--- src/rtl/axi4_if.sv ---
// AXI4 bus bundle with master and slave views.
// aclk/aresetn are carried for slaves that need them; masters take their own clock.
interface axi4_if #(
    parameter int unsigned ADDR_WIDTH = 32,
    parameter int unsigned DATA_WIDTH = 64,
    parameter int unsigned ID_WIDTH   = 4,
    parameter int unsigned USER_WIDTH = 4
) (
    input logic aclk,
    input logic aresetn
);
    localparam int unsigned STRB_WIDTH = DATA_WIDTH / 8;

    logic [ID_WIDTH-1:0]   aw_id;
    logic [ADDR_WIDTH-1:0] aw_addr;
    logic [7:0]            aw_len;
    logic [2:0]            aw_size;
    logic [1:0]            aw_burst;
    logic                  aw_lock;
    logic [3:0]            aw_cache;
    logic [2:0]            aw_prot;
    logic [3:0]            aw_qos;
    logic [3:0]            aw_region;
    logic [USER_WIDTH-1:0] aw_user;
    logic                  aw_valid;
    logic                  aw_ready;

    logic [DATA_WIDTH-1:0] w_data;
    logic [STRB_WIDTH-1:0] w_strb;
    logic                  w_last;
    logic [USER_WIDTH-1:0] w_user;
    logic                  w_valid;
    logic                  w_ready;

    logic [ID_WIDTH-1:0]   b_id;
    logic [1:0]            b_resp;
    logic [USER_WIDTH-1:0] b_user;
    logic                  b_valid;
    logic                  b_ready;

    logic [ID_WIDTH-1:0]   ar_id;
    logic [ADDR_WIDTH-1:0] ar_addr;
    logic [7:0]            ar_len;
    logic [2:0]            ar_size;
    logic [1:0]            ar_burst;
    logic                  ar_lock;
    logic [3:0]            ar_cache;
    logic [2:0]            ar_prot;
    logic [3:0]            ar_qos;
    logic [3:0]            ar_region;
    logic [USER_WIDTH-1:0] ar_user;
    logic                  ar_valid;
    logic                  ar_ready;

    logic [ID_WIDTH-1:0]   r_id;
    logic [DATA_WIDTH-1:0] r_data;
    logic [1:0]            r_resp;
    logic                  r_last;
    logic [USER_WIDTH-1:0] r_user;
    logic                  r_valid;
    logic                  r_ready;

    // Single-ID master: returned IDs and user bits are not consumed.
    modport master (
        output aw_id, aw_addr, aw_len, aw_size, aw_burst, aw_lock, aw_cache,
               aw_prot, aw_qos, aw_region, aw_user, aw_valid,
        input  aw_ready,
        output w_data, w_strb, w_last, w_user, w_valid,
        input  w_ready,
        input  b_resp, b_valid,
        output b_ready,
        output ar_id, ar_addr, ar_len, ar_size, ar_burst, ar_lock, ar_cache,
               ar_prot, ar_qos, ar_region, ar_user, ar_valid,
        input  ar_ready,
        input  r_data, r_resp, r_last, r_valid,
        output r_ready
    );

    modport slave (
        input  aclk, aresetn,
        input  aw_id, aw_addr, aw_len, aw_size, aw_burst, aw_lock, aw_cache,
               aw_prot, aw_qos, aw_region, aw_user, aw_valid,
        output aw_ready,
        input  w_data, w_strb, w_last, w_user, w_valid,
        output w_ready,
        output b_id, b_resp, b_user, b_valid,
        input  b_ready,
        input  ar_id, ar_addr, ar_len, ar_size, ar_burst, ar_lock, ar_cache,
               ar_prot, ar_qos, ar_region, ar_user, ar_valid,
        output ar_ready,
        output r_id, r_data, r_resp, r_last, r_user, r_valid,
        input  r_ready
    );
endinterface

--- src/rtl/axi4_burst_master.sv ---
// Single-command AXI4 burst initiator: one read or write burst in flight, done pulse + response.
// Define AXI4_BURST_MASTER_4K_CHECK_EN to reject INCR bursts that cross a 4KB boundary.
module axi4_burst_master #(
    parameter int unsigned AXI_ADDR_WIDTH = 32,
    parameter int unsigned AXI_DATA_WIDTH = 64,
    parameter int unsigned AXI_ID_WIDTH   = 4,
    parameter int unsigned AXI_USER_WIDTH = 4,
    parameter int unsigned AXI_ID         = 0
) (
    input  logic                        aclk,
    input  logic                        areset,
    input  logic                        cmd_valid_i,
    output logic                        cmd_ready_o,
    input  logic                        cmd_write_i,
    input  logic [AXI_ADDR_WIDTH-1:0]   cmd_addr_i,
    input  logic [7:0]                  cmd_len_i,
    input  logic [1:0]                  cmd_burst_i,
    input  logic                        wdat_valid_i,
    output logic                        wdat_ready_o,
    input  logic [AXI_DATA_WIDTH-1:0]   wdat_i,
    input  logic [AXI_DATA_WIDTH/8-1:0] wstrb_i,
    output logic                        rdat_valid_o,
    input  logic                        rdat_ready_i,
    output logic [AXI_DATA_WIDTH-1:0]   rdat_o,
    output logic                        rdat_last_o,
    output logic                        done_o,
    output logic [1:0]                  resp_o,
    axi4_if.master                      axi4
);
    localparam int unsigned STRB_WIDTH = AXI_DATA_WIDTH / 8;
    localparam int unsigned SIZE       = $clog2(STRB_WIDTH);
    localparam logic [AXI_ADDR_WIDTH-1:0] ALIGN_MASK = ~AXI_ADDR_WIDTH'(STRB_WIDTH - 1);
    localparam logic [1:0] BURST_INCR  = 2'b01;
    localparam logic [1:0] BURST_WRAP  = 2'b10;
    localparam logic [1:0] RESP_OKAY   = 2'b00;
    localparam logic [1:0] RESP_SLVERR = 2'b10;

    typedef enum logic [2:0] {
        S_IDLE,
        S_AR,
        S_RDATA,
        S_AW,
        S_WDATA,
        S_WRESP,
        S_DONE
    } state_e;

    state_e                    state_q, state_d;
    logic [AXI_ADDR_WIDTH-1:0] addr_q, addr_d;
    logic [7:0]                len_q, len_d;
    logic [1:0]                burst_q, burst_d;
    logic [7:0]                cnt_q, cnt_d;
    logic [1:0]                resp_q, resp_d;

    logic [AXI_ADDR_WIDTH-1:0] cmd_addr_aligned_c;
    logic                      wrap_bad_c;
    logic                      cross_4k_c;
    logic                      reject_c;
    logic                      rd_phase_c;
    logic                      wr_phase_c;
    logic                      w_last_c;

    assign cmd_addr_aligned_c = cmd_addr_i & ALIGN_MASK;
    assign wrap_bad_c = (cmd_burst_i == BURST_WRAP) &&
                        !(cmd_len_i inside {8'd1, 8'd3, 8'd7, 8'd15});

`ifdef AXI4_BURST_MASTER_4K_CHECK_EN
    // End offset within the 4KB page; anything past 4096 spills into the next page.
    logic [16:0] end_off_c;
    assign end_off_c  = 17'(cmd_addr_aligned_c[11:0]) + ((17'(cmd_len_i) + 17'd1) << SIZE);
    assign cross_4k_c = (cmd_burst_i == BURST_INCR) && (end_off_c > 17'd4096);
`else
    assign cross_4k_c = 1'b0;
`endif

    assign reject_c = wrap_bad_c || cross_4k_c;

    // State and latched command.
    always_ff @(posedge aclk or posedge areset) begin
        if (areset) begin
            state_q <= S_IDLE;
            addr_q  <= '0;
            len_q   <= '0;
            burst_q <= '0;
            cnt_q   <= '0;
            resp_q  <= RESP_OKAY;
        end else begin
            state_q <= state_d;
            addr_q  <= addr_d;
            len_q   <= len_d;
            burst_q <= burst_d;
            cnt_q   <= cnt_d;
            resp_q  <= resp_d;
        end
    end

    // Next-state logic.
    always_comb begin
        state_d = state_q;
        addr_d  = addr_q;
        len_d   = len_q;
        burst_d = burst_q;
        cnt_d   = cnt_q;
        resp_d  = resp_q;
        case (state_q)
            S_IDLE: begin
                if (cmd_valid_i) begin
                    addr_d  = cmd_addr_aligned_c;
                    len_d   = cmd_len_i;
                    burst_d = cmd_burst_i;
                    cnt_d   = '0;
                    resp_d  = RESP_OKAY;
                    if (reject_c) begin
                        state_d = S_DONE;
                        resp_d  = RESP_SLVERR;
                    end else if (cmd_write_i) begin
                        state_d = S_AW;
                    end else begin
                        state_d = S_AR;
                    end
                end
            end
            S_AR: begin
                if (axi4.ar_ready) begin
                    state_d = S_RDATA;
                    cnt_d   = '0;
                end
            end
            S_RDATA: begin
                if (axi4.r_valid && rdat_ready_i) begin
                    cnt_d = cnt_q + 8'd1;
                    if (axi4.r_resp > resp_q) begin
                        resp_d = axi4.r_resp;
                    end
                    if (axi4.r_last) begin
                        state_d = S_DONE;
                    end
                end
            end
            S_AW: begin
                if (axi4.aw_ready) begin
                    state_d = S_WDATA;
                    cnt_d   = '0;
                end
            end
            S_WDATA: begin
                if (wdat_valid_i && axi4.w_ready) begin
                    cnt_d = cnt_q + 8'd1;
                    if (w_last_c) begin
                        state_d = S_WRESP;
                    end
                end
            end
            S_WRESP: begin
                if (axi4.b_valid) begin
                    resp_d  = axi4.b_resp;
                    state_d = S_DONE;
                end
            end
            S_DONE: begin
                state_d = S_IDLE;
            end
            default: begin
                state_d = S_IDLE;
            end
        endcase
    end

    assign rd_phase_c = (state_q == S_RDATA);
    assign wr_phase_c = (state_q == S_WDATA);
    assign w_last_c   = (cnt_q == len_q);

    // Local command/completion side; ready is held low while reset is asserted.
    assign cmd_ready_o = (state_q == S_IDLE) && !areset;
    assign done_o      = (state_q == S_DONE);
    assign resp_o      = done_o ? resp_q : RESP_OKAY;

    // Read data is passed straight through; the local consumer only throttles.
    assign rdat_valid_o = rd_phase_c && axi4.r_valid;
    assign rdat_o       = rd_phase_c ? axi4.r_data : '0;
    assign rdat_last_o  = rd_phase_c && axi4.r_last;
    assign axi4.r_ready = rd_phase_c && rdat_ready_i;

    assign axi4.ar_valid  = (state_q == S_AR);
    assign axi4.ar_id     = AXI_ID_WIDTH'(AXI_ID);
    assign axi4.ar_addr   = addr_q;
    assign axi4.ar_len    = len_q;
    assign axi4.ar_size   = 3'(SIZE);
    assign axi4.ar_burst  = burst_q;
    assign axi4.ar_lock   = 1'b0;
    assign axi4.ar_cache  = 4'd0;
    assign axi4.ar_prot   = 3'd0;
    assign axi4.ar_qos    = 4'd0;
    assign axi4.ar_region = 4'd0;
    assign axi4.ar_user   = '0;

    assign axi4.aw_valid  = (state_q == S_AW);
    assign axi4.aw_id     = AXI_ID_WIDTH'(AXI_ID);
    assign axi4.aw_addr   = addr_q;
    assign axi4.aw_len    = len_q;
    assign axi4.aw_size   = 3'(SIZE);
    assign axi4.aw_burst  = burst_q;
    assign axi4.aw_lock   = 1'b0;
    assign axi4.aw_cache  = 4'd0;
    assign axi4.aw_prot   = 3'd0;
    assign axi4.aw_qos    = 4'd0;
    assign axi4.aw_region = 4'd0;
    assign axi4.aw_user   = '0;

    // W channel only opens once the AW handshake has moved us to WDATA.
    assign axi4.w_valid  = wr_phase_c && wdat_valid_i;
    assign axi4.w_data   = wr_phase_c ? wdat_i : '0;
    assign axi4.w_strb   = wr_phase_c ? wstrb_i : '0;
    assign axi4.w_last   = wr_phase_c && w_last_c;
    assign axi4.w_user   = '0;
    assign wdat_ready_o  = wr_phase_c && axi4.w_ready;

    assign axi4.b_ready  = (state_q == S_WRESP);

endmodule

--- src/flat_wrapper.sv ---
// flat-port wrapper written by rule: the top's interface ports become plain ports
module axi4_burst_master_flat 
#(
    parameter int unsigned AXI_ADDR_WIDTH = 32,
    parameter int unsigned AXI_DATA_WIDTH = 64,
    parameter int unsigned AXI_ID_WIDTH   = 4,
    parameter int unsigned AXI_USER_WIDTH = 4,
    parameter int unsigned AXI_ID         = 0
)
  (aclk, areset, cmd_valid_i, cmd_ready_o, cmd_write_i, cmd_addr_i, cmd_len_i, cmd_burst_i, wdat_valid_i, wdat_ready_o, wdat_i, wstrb_i, rdat_valid_o, rdat_ready_i, rdat_o, rdat_last_o, done_o, resp_o, aresetn, axi4_aw_id, axi4_aw_addr, axi4_aw_len, axi4_aw_size, axi4_aw_burst, axi4_aw_lock, axi4_aw_cache, axi4_aw_prot, axi4_aw_qos, axi4_aw_region, axi4_aw_user, axi4_aw_valid, axi4_aw_ready, axi4_w_data, axi4_w_strb, axi4_w_last, axi4_w_user, axi4_w_valid, axi4_w_ready, axi4_b_resp, axi4_b_valid, axi4_b_ready, axi4_ar_id, axi4_ar_addr, axi4_ar_len, axi4_ar_size, axi4_ar_burst, axi4_ar_lock, axi4_ar_cache, axi4_ar_prot, axi4_ar_qos, axi4_ar_region, axi4_ar_user, axi4_ar_valid, axi4_ar_ready, axi4_r_data, axi4_r_resp, axi4_r_last, axi4_r_valid, axi4_r_ready);
  axi4_if #(.ADDR_WIDTH((32)), .DATA_WIDTH((64)), .ID_WIDTH((4)), .USER_WIDTH((4))) axi4_i (.aclk(aclk), .aresetn(aresetn));
  input  logic aclk;
  input  logic areset;
  input  logic cmd_valid_i;
  output logic cmd_ready_o;
  input  logic cmd_write_i;
  input  logic [AXI_ADDR_WIDTH-1:0] cmd_addr_i;
  input  logic [7:0] cmd_len_i;
  input  logic [1:0] cmd_burst_i;
  input  logic wdat_valid_i;
  output logic wdat_ready_o;
  input  logic [AXI_DATA_WIDTH-1:0] wdat_i;
  input  logic [AXI_DATA_WIDTH/8-1:0] wstrb_i;
  output logic rdat_valid_o;
  input  logic rdat_ready_i;
  output logic [AXI_DATA_WIDTH-1:0] rdat_o;
  output logic rdat_last_o;
  output logic done_o;
  output logic [1:0] resp_o;
  input wire logic aresetn;
  output wire logic [$bits(axi4_i.aw_id)-1:0] axi4_aw_id;
  output wire logic [$bits(axi4_i.aw_addr)-1:0] axi4_aw_addr;
  output wire logic [$bits(axi4_i.aw_len)-1:0] axi4_aw_len;
  output wire logic [$bits(axi4_i.aw_size)-1:0] axi4_aw_size;
  output wire logic [$bits(axi4_i.aw_burst)-1:0] axi4_aw_burst;
  output wire logic [$bits(axi4_i.aw_lock)-1:0] axi4_aw_lock;
  output wire logic [$bits(axi4_i.aw_cache)-1:0] axi4_aw_cache;
  output wire logic [$bits(axi4_i.aw_prot)-1:0] axi4_aw_prot;
  output wire logic [$bits(axi4_i.aw_qos)-1:0] axi4_aw_qos;
  output wire logic [$bits(axi4_i.aw_region)-1:0] axi4_aw_region;
  output wire logic [$bits(axi4_i.aw_user)-1:0] axi4_aw_user;
  output wire logic [$bits(axi4_i.aw_valid)-1:0] axi4_aw_valid;
  input wire logic [$bits(axi4_i.aw_ready)-1:0] axi4_aw_ready;
  output wire logic [$bits(axi4_i.w_data)-1:0] axi4_w_data;
  output wire logic [$bits(axi4_i.w_strb)-1:0] axi4_w_strb;
  output wire logic [$bits(axi4_i.w_last)-1:0] axi4_w_last;
  output wire logic [$bits(axi4_i.w_user)-1:0] axi4_w_user;
  output wire logic [$bits(axi4_i.w_valid)-1:0] axi4_w_valid;
  input wire logic [$bits(axi4_i.w_ready)-1:0] axi4_w_ready;
  input wire logic [$bits(axi4_i.b_resp)-1:0] axi4_b_resp;
  input wire logic [$bits(axi4_i.b_valid)-1:0] axi4_b_valid;
  output wire logic [$bits(axi4_i.b_ready)-1:0] axi4_b_ready;
  output wire logic [$bits(axi4_i.ar_id)-1:0] axi4_ar_id;
  output wire logic [$bits(axi4_i.ar_addr)-1:0] axi4_ar_addr;
  output wire logic [$bits(axi4_i.ar_len)-1:0] axi4_ar_len;
  output wire logic [$bits(axi4_i.ar_size)-1:0] axi4_ar_size;
  output wire logic [$bits(axi4_i.ar_burst)-1:0] axi4_ar_burst;
  output wire logic [$bits(axi4_i.ar_lock)-1:0] axi4_ar_lock;
  output wire logic [$bits(axi4_i.ar_cache)-1:0] axi4_ar_cache;
  output wire logic [$bits(axi4_i.ar_prot)-1:0] axi4_ar_prot;
  output wire logic [$bits(axi4_i.ar_qos)-1:0] axi4_ar_qos;
  output wire logic [$bits(axi4_i.ar_region)-1:0] axi4_ar_region;
  output wire logic [$bits(axi4_i.ar_user)-1:0] axi4_ar_user;
  output wire logic [$bits(axi4_i.ar_valid)-1:0] axi4_ar_valid;
  input wire logic [$bits(axi4_i.ar_ready)-1:0] axi4_ar_ready;
  input wire logic [$bits(axi4_i.r_data)-1:0] axi4_r_data;
  input wire logic [$bits(axi4_i.r_resp)-1:0] axi4_r_resp;
  input wire logic [$bits(axi4_i.r_last)-1:0] axi4_r_last;
  input wire logic [$bits(axi4_i.r_valid)-1:0] axi4_r_valid;
  output wire logic [$bits(axi4_i.r_ready)-1:0] axi4_r_ready;
  assign axi4_aw_id = axi4_i.aw_id;
  assign axi4_aw_addr = axi4_i.aw_addr;
  assign axi4_aw_len = axi4_i.aw_len;
  assign axi4_aw_size = axi4_i.aw_size;
  assign axi4_aw_burst = axi4_i.aw_burst;
  assign axi4_aw_lock = axi4_i.aw_lock;
  assign axi4_aw_cache = axi4_i.aw_cache;
  assign axi4_aw_prot = axi4_i.aw_prot;
  assign axi4_aw_qos = axi4_i.aw_qos;
  assign axi4_aw_region = axi4_i.aw_region;
  assign axi4_aw_user = axi4_i.aw_user;
  assign axi4_aw_valid = axi4_i.aw_valid;
  assign axi4_i.aw_ready = axi4_aw_ready;
  assign axi4_w_data = axi4_i.w_data;
  assign axi4_w_strb = axi4_i.w_strb;
  assign axi4_w_last = axi4_i.w_last;
  assign axi4_w_user = axi4_i.w_user;
  assign axi4_w_valid = axi4_i.w_valid;
  assign axi4_i.w_ready = axi4_w_ready;
  assign axi4_i.b_resp = axi4_b_resp;
  assign axi4_i.b_valid = axi4_b_valid;
  assign axi4_b_ready = axi4_i.b_ready;
  assign axi4_ar_id = axi4_i.ar_id;
  assign axi4_ar_addr = axi4_i.ar_addr;
  assign axi4_ar_len = axi4_i.ar_len;
  assign axi4_ar_size = axi4_i.ar_size;
  assign axi4_ar_burst = axi4_i.ar_burst;
  assign axi4_ar_lock = axi4_i.ar_lock;
  assign axi4_ar_cache = axi4_i.ar_cache;
  assign axi4_ar_prot = axi4_i.ar_prot;
  assign axi4_ar_qos = axi4_i.ar_qos;
  assign axi4_ar_region = axi4_i.ar_region;
  assign axi4_ar_user = axi4_i.ar_user;
  assign axi4_ar_valid = axi4_i.ar_valid;
  assign axi4_i.ar_ready = axi4_ar_ready;
  assign axi4_i.r_data = axi4_r_data;
  assign axi4_i.r_resp = axi4_r_resp;
  assign axi4_i.r_last = axi4_r_last;
  assign axi4_i.r_valid = axi4_r_valid;
  assign axi4_r_ready = axi4_i.r_ready;
  axi4_burst_master #(.AXI_ADDR_WIDTH(AXI_ADDR_WIDTH), .AXI_DATA_WIDTH(AXI_DATA_WIDTH), .AXI_ID_WIDTH(AXI_ID_WIDTH), .AXI_USER_WIDTH(AXI_USER_WIDTH), .AXI_ID(AXI_ID)) u_core (.aclk(aclk), .areset(areset), .cmd_valid_i(cmd_valid_i), .cmd_ready_o(cmd_ready_o), .cmd_write_i(cmd_write_i), .cmd_addr_i(cmd_addr_i), .cmd_len_i(cmd_len_i), .cmd_burst_i(cmd_burst_i), .wdat_valid_i(wdat_valid_i), .wdat_ready_o(wdat_ready_o), .wdat_i(wdat_i), .wstrb_i(wstrb_i), .rdat_valid_o(rdat_valid_o), .rdat_ready_i(rdat_ready_i), .rdat_o(rdat_o), .rdat_last_o(rdat_last_o), .done_o(done_o), .resp_o(resp_o), .axi4(axi4_i));
endmodule
--- config.mk ---
export PLATFORM = sky130hd
export DESIGN_NAME = axi4_burst_master_flat
export DESIGN_NICKNAME = d
export VERILOG_FILES = /design/src/rtl/axi4_if.sv /design/src/rtl/axi4_burst_master.sv /design/src/flat_wrapper.sv
export SDC_FILE = /design/constraint.sdc
export NUM_CORES = 1
export LEC_CHECK = 0
export BUFFER_PORTS_ARGS = -buffer_cell sky130_fd_sc_hd__buf_4
export CORE_AREA = 2 2 189 191
export CTS_BUF_LIST = sky130_fd_sc_hd__clkbuf_8
export CTS_CLUSTER_SIZE = 30
export DETAILED_ROUTE_END_ITERATION = 12
export DIE_AREA = 0 0 191 193
export GPL_ROUTABILITY_DRIVEN = 0
export RECOVER_POWER = 25
export REMOVE_ABC_BUFFERS = 1
export SYNTH_ARGS = -nofsm -noshare
export SYNTH_HDL_FRONTEND = slang
export SYNTH_SLANG_ARGS = --single-unit
--- constraint.sdc ---
create_clock -name aclk -period 3.58 [get_ports aclk]
set_clock_uncertainty 0.1 [all_clocks]
set_input_delay 0.716 -clock aclk [delete_from_list [all_inputs] [get_ports aclk]]
set_output_delay 0.716 -clock aclk [all_outputs]
set_load 0.01 [all_outputs]
==> flow_summary.yaml <==
critical_path:
  endpoint: "rdat_o[28]"
  crit_top_cell: "buf_4"
  max_stage_delay_ns: 0.67
  crit_buf_inv: 2
  cpLargestDelayFamily: "flip-flops"
  crit_required_ns: 2.76
  reg2reg_from: "u_core.state_q[2]"
  path_max_fanout: 54
  worstRegToRegCells: 6
  cp.arrival_ns: 2.15
  path_class: "flop to output pin"
  crit_cells: 4
  timing.rr.end: "u_core.cnt_q[5]"
  cp-end-kind: "output pin"
  crit_path_start: "u_core.state_q[1]"
  r2r_slack_ns: 1.23
  crit_path_top_delay_cell: "dfrtp_1"
  cp-start-kind: "flop"
  crit_chain: "nor3b_2 -> buf_4 -> and2_1 -> buf_4"
outcome:
  violations: "capacitance limit, slew limit"
  status: "finished, violations left"
clock_network:
  clock-sinks: 52
  clk_path_buf_depth: 2
  worst_skew_pair.late_latency_ns: 0.33
  clk_pin_slew_ns: 0.10
  cts_tree: "built"
  cts_resized: 0
  root_buffer: "clkbuf_8"
  numCtsBuffers: 5
  htree_num_levels: 2
  post_cts_buffers: 0
  hold_buffers: 0
finish:
  finalNonFillerCells: 1297
  nets: 1033
  mostFrequentLayoutCell: "buf_4"
  multi_input_area_sq_mm: 0.00227
  seq_area_sq_mm: 0.00130
  synthToLayoutAreaGrowth_pct: 72.3
  fill_cells: 3920
  finish.utilization_pct: 20.9
  final_cell_mix: "buf_4 (389), and2_1 (143), conb_1 (64)"
  drive_above_1_share_pct: 52.2
place:
  dpl_worst_slack_ns: 0.924
  placed_cells: 1289
  hpwl_um: 22100
  place.port_buffers: 417
power:
  vdd_drop_max_uv: 469
  leakagePower_uw: 0.00369
  powerDensity_mw_per_mm2: 644
synth:
  syn_area_per_cell_sq_um: 8.98
  ys_warn_count: 0
  synth_top_area_share_pct: 30.7
  ys_ff_latch: 52
  ys_seq_area_share_pct: 30.7
  yosys.area.top_type: "dfrtp_1"
  synth_edf_count: 0
  ys.flop_type: "dfrtp_1"
  synth_cell_types: 45
  syn_area_sq_mm: 0.00424
  syn_inst: 472
  ys_top_cells_by_area: "dfrtp_1 (31%), and2_1 (21%), buf_4 (19%)"
  ys_async_sr_fraction_pct: 100
die:
  start_util_pct: 12.1
  die_x_um: 191
  boundaryPins: 486
  fp.dieH_um: 193
  row_count: 69
  core_sq_mm: 0.0350
  dieArea_sq_mm: 0.0369
sta:
  rsz0062_at_grt: "no"
  layout_setup_ws_ns: 0.611
  slew_headroom_pct: -35.8
  setup-tns-final_ns: 0
  finalSetupViolCount: 0
  fin_crit_ns: 2.97
  clock.fmax_mhz: 337
  whs_ns: 0.427
  tightestPinTransition_ns: 2.04
  fin_crit_sh_pct: 82.9
  hold_viol: 0
  maxSlewViolCount: 53
global_routing:
  grt_pass1_vias: 4132
  grt_pass1_wl_um: 31700
  grt_start_max_net_pins: 80
  grt.total_usage_pct: 12.5
  grt_overflow: 0
  antenna_found_initial: 10
routing:
  viasPerCell: 3.45
  wl_per_cell_um: 19.4
  drtIter0Drc: 136
  firstDrtPassIters: 4
  vias: 4480
  ant_nets: 0
  wl_um: 25100
  drc: 0
worst_hold_path:
  min_path_cells: 1
  hold_path_class: "flop to flop"
run:
  maxCapViolCount: 1
-- through the flow --
step	cell area, sq um	power, uW
after global routing	7300	5050
final	7300	4700
after floorplan	3580	2540
after detailed placement	7340	4610
after global placement	7340	4570
after CTS	7420	4970
-- layer usage --
metal / part of all wire (%) / track usage [%] / vias up
met5: 0.31 / 0 / -
met4: 0.92 / 2.24 / 12
met3: 9.2 / 3.66 / 28
met2: 53 / 23.5 / 275
met1: 37 / 14.0 / 2086
li1: - / - / 2079
-- worst min-delay path by stage --
stage	start	to	slack, ns
after detailed placement	u_core.axi4.ar_addr[4]	u_core.axi4.ar_addr[4]	0.41
final	u_core.axi4.ar_addr[4]	u_core.axi4.ar_addr[4]	0.43
after CTS	u_core.cnt_q[6]	u_core.cnt_q[6]	0.43
after floorplan	u_core.cnt_q[6]	u_core.cnt_q[6]	0.38
after global routing	u_core.axi4.ar_addr[4]	u_core.axi4.ar_addr[4]	0.45
after global placement	u_core.axi4.ar_addr[5]	u_core.axi4.ar_addr[5]	0.40
-- synthesized netlist by cell type (2+ instances only) --
cell,number
nor2_1,12
inv_1,6
clkbuf_1,13
o21ai_2,2
mux2_1,10
nor3_1,3
buf_2,6
nand3_1,5
a211o_1,2
nor3b_1,2
nand4_1,3
dfrtp_1,52
conb_1,2
xnor2_1,8
buf_4,107
o21ai_0,10
a21oi_1,3
and3_1,7
mux2_2,30
and2_1,143
nor2b_1,3
o21ai_1,4
ha_1,3
nand2b_1,7
o31ai_1,4
nand2_1,6
-- flip-flops by register name (all words and copies together), names as in the netlist --
register              flops
u_core.axi4.ar_addr      29
u_core.axi4.ar_len        8
u_core.state_q            3
u_core.resp_q             2
u_core.axi4.ar_burst      2
u_core.cnt_q              8
-- area by class of cell --
type                    instances  area share [%]
well taps                     461            7.90
clock buffers                   5           0.942
multi-input cells             349            31.0
repair buffers                421            41.8
clock inverters                 2           0.120
diodes                          1          0.0343
inverters                       6           0.308
flip-flops and latches         52            17.8
-- power breakdown --
group | internal (uW) | switching (uW)
logic | 1580 | 1620
clock network | 131 | 206
registers | 849 | 313
-- kinds of logic after synthesis --
family,count (synthesis),synth area share [%]
AO/OA/AOI/OAI,33,5.19
XOR/XNOR,8,1.65
adder cells (fa/ha/maj),3,0.885
buffers and inverters,133,21.6
flip-flops,52,30.7
multiplexers,41,10.9
other,2,0.177
AND/OR/NAND/NOR,200,28.9
(Power assumes the default switching activity.)
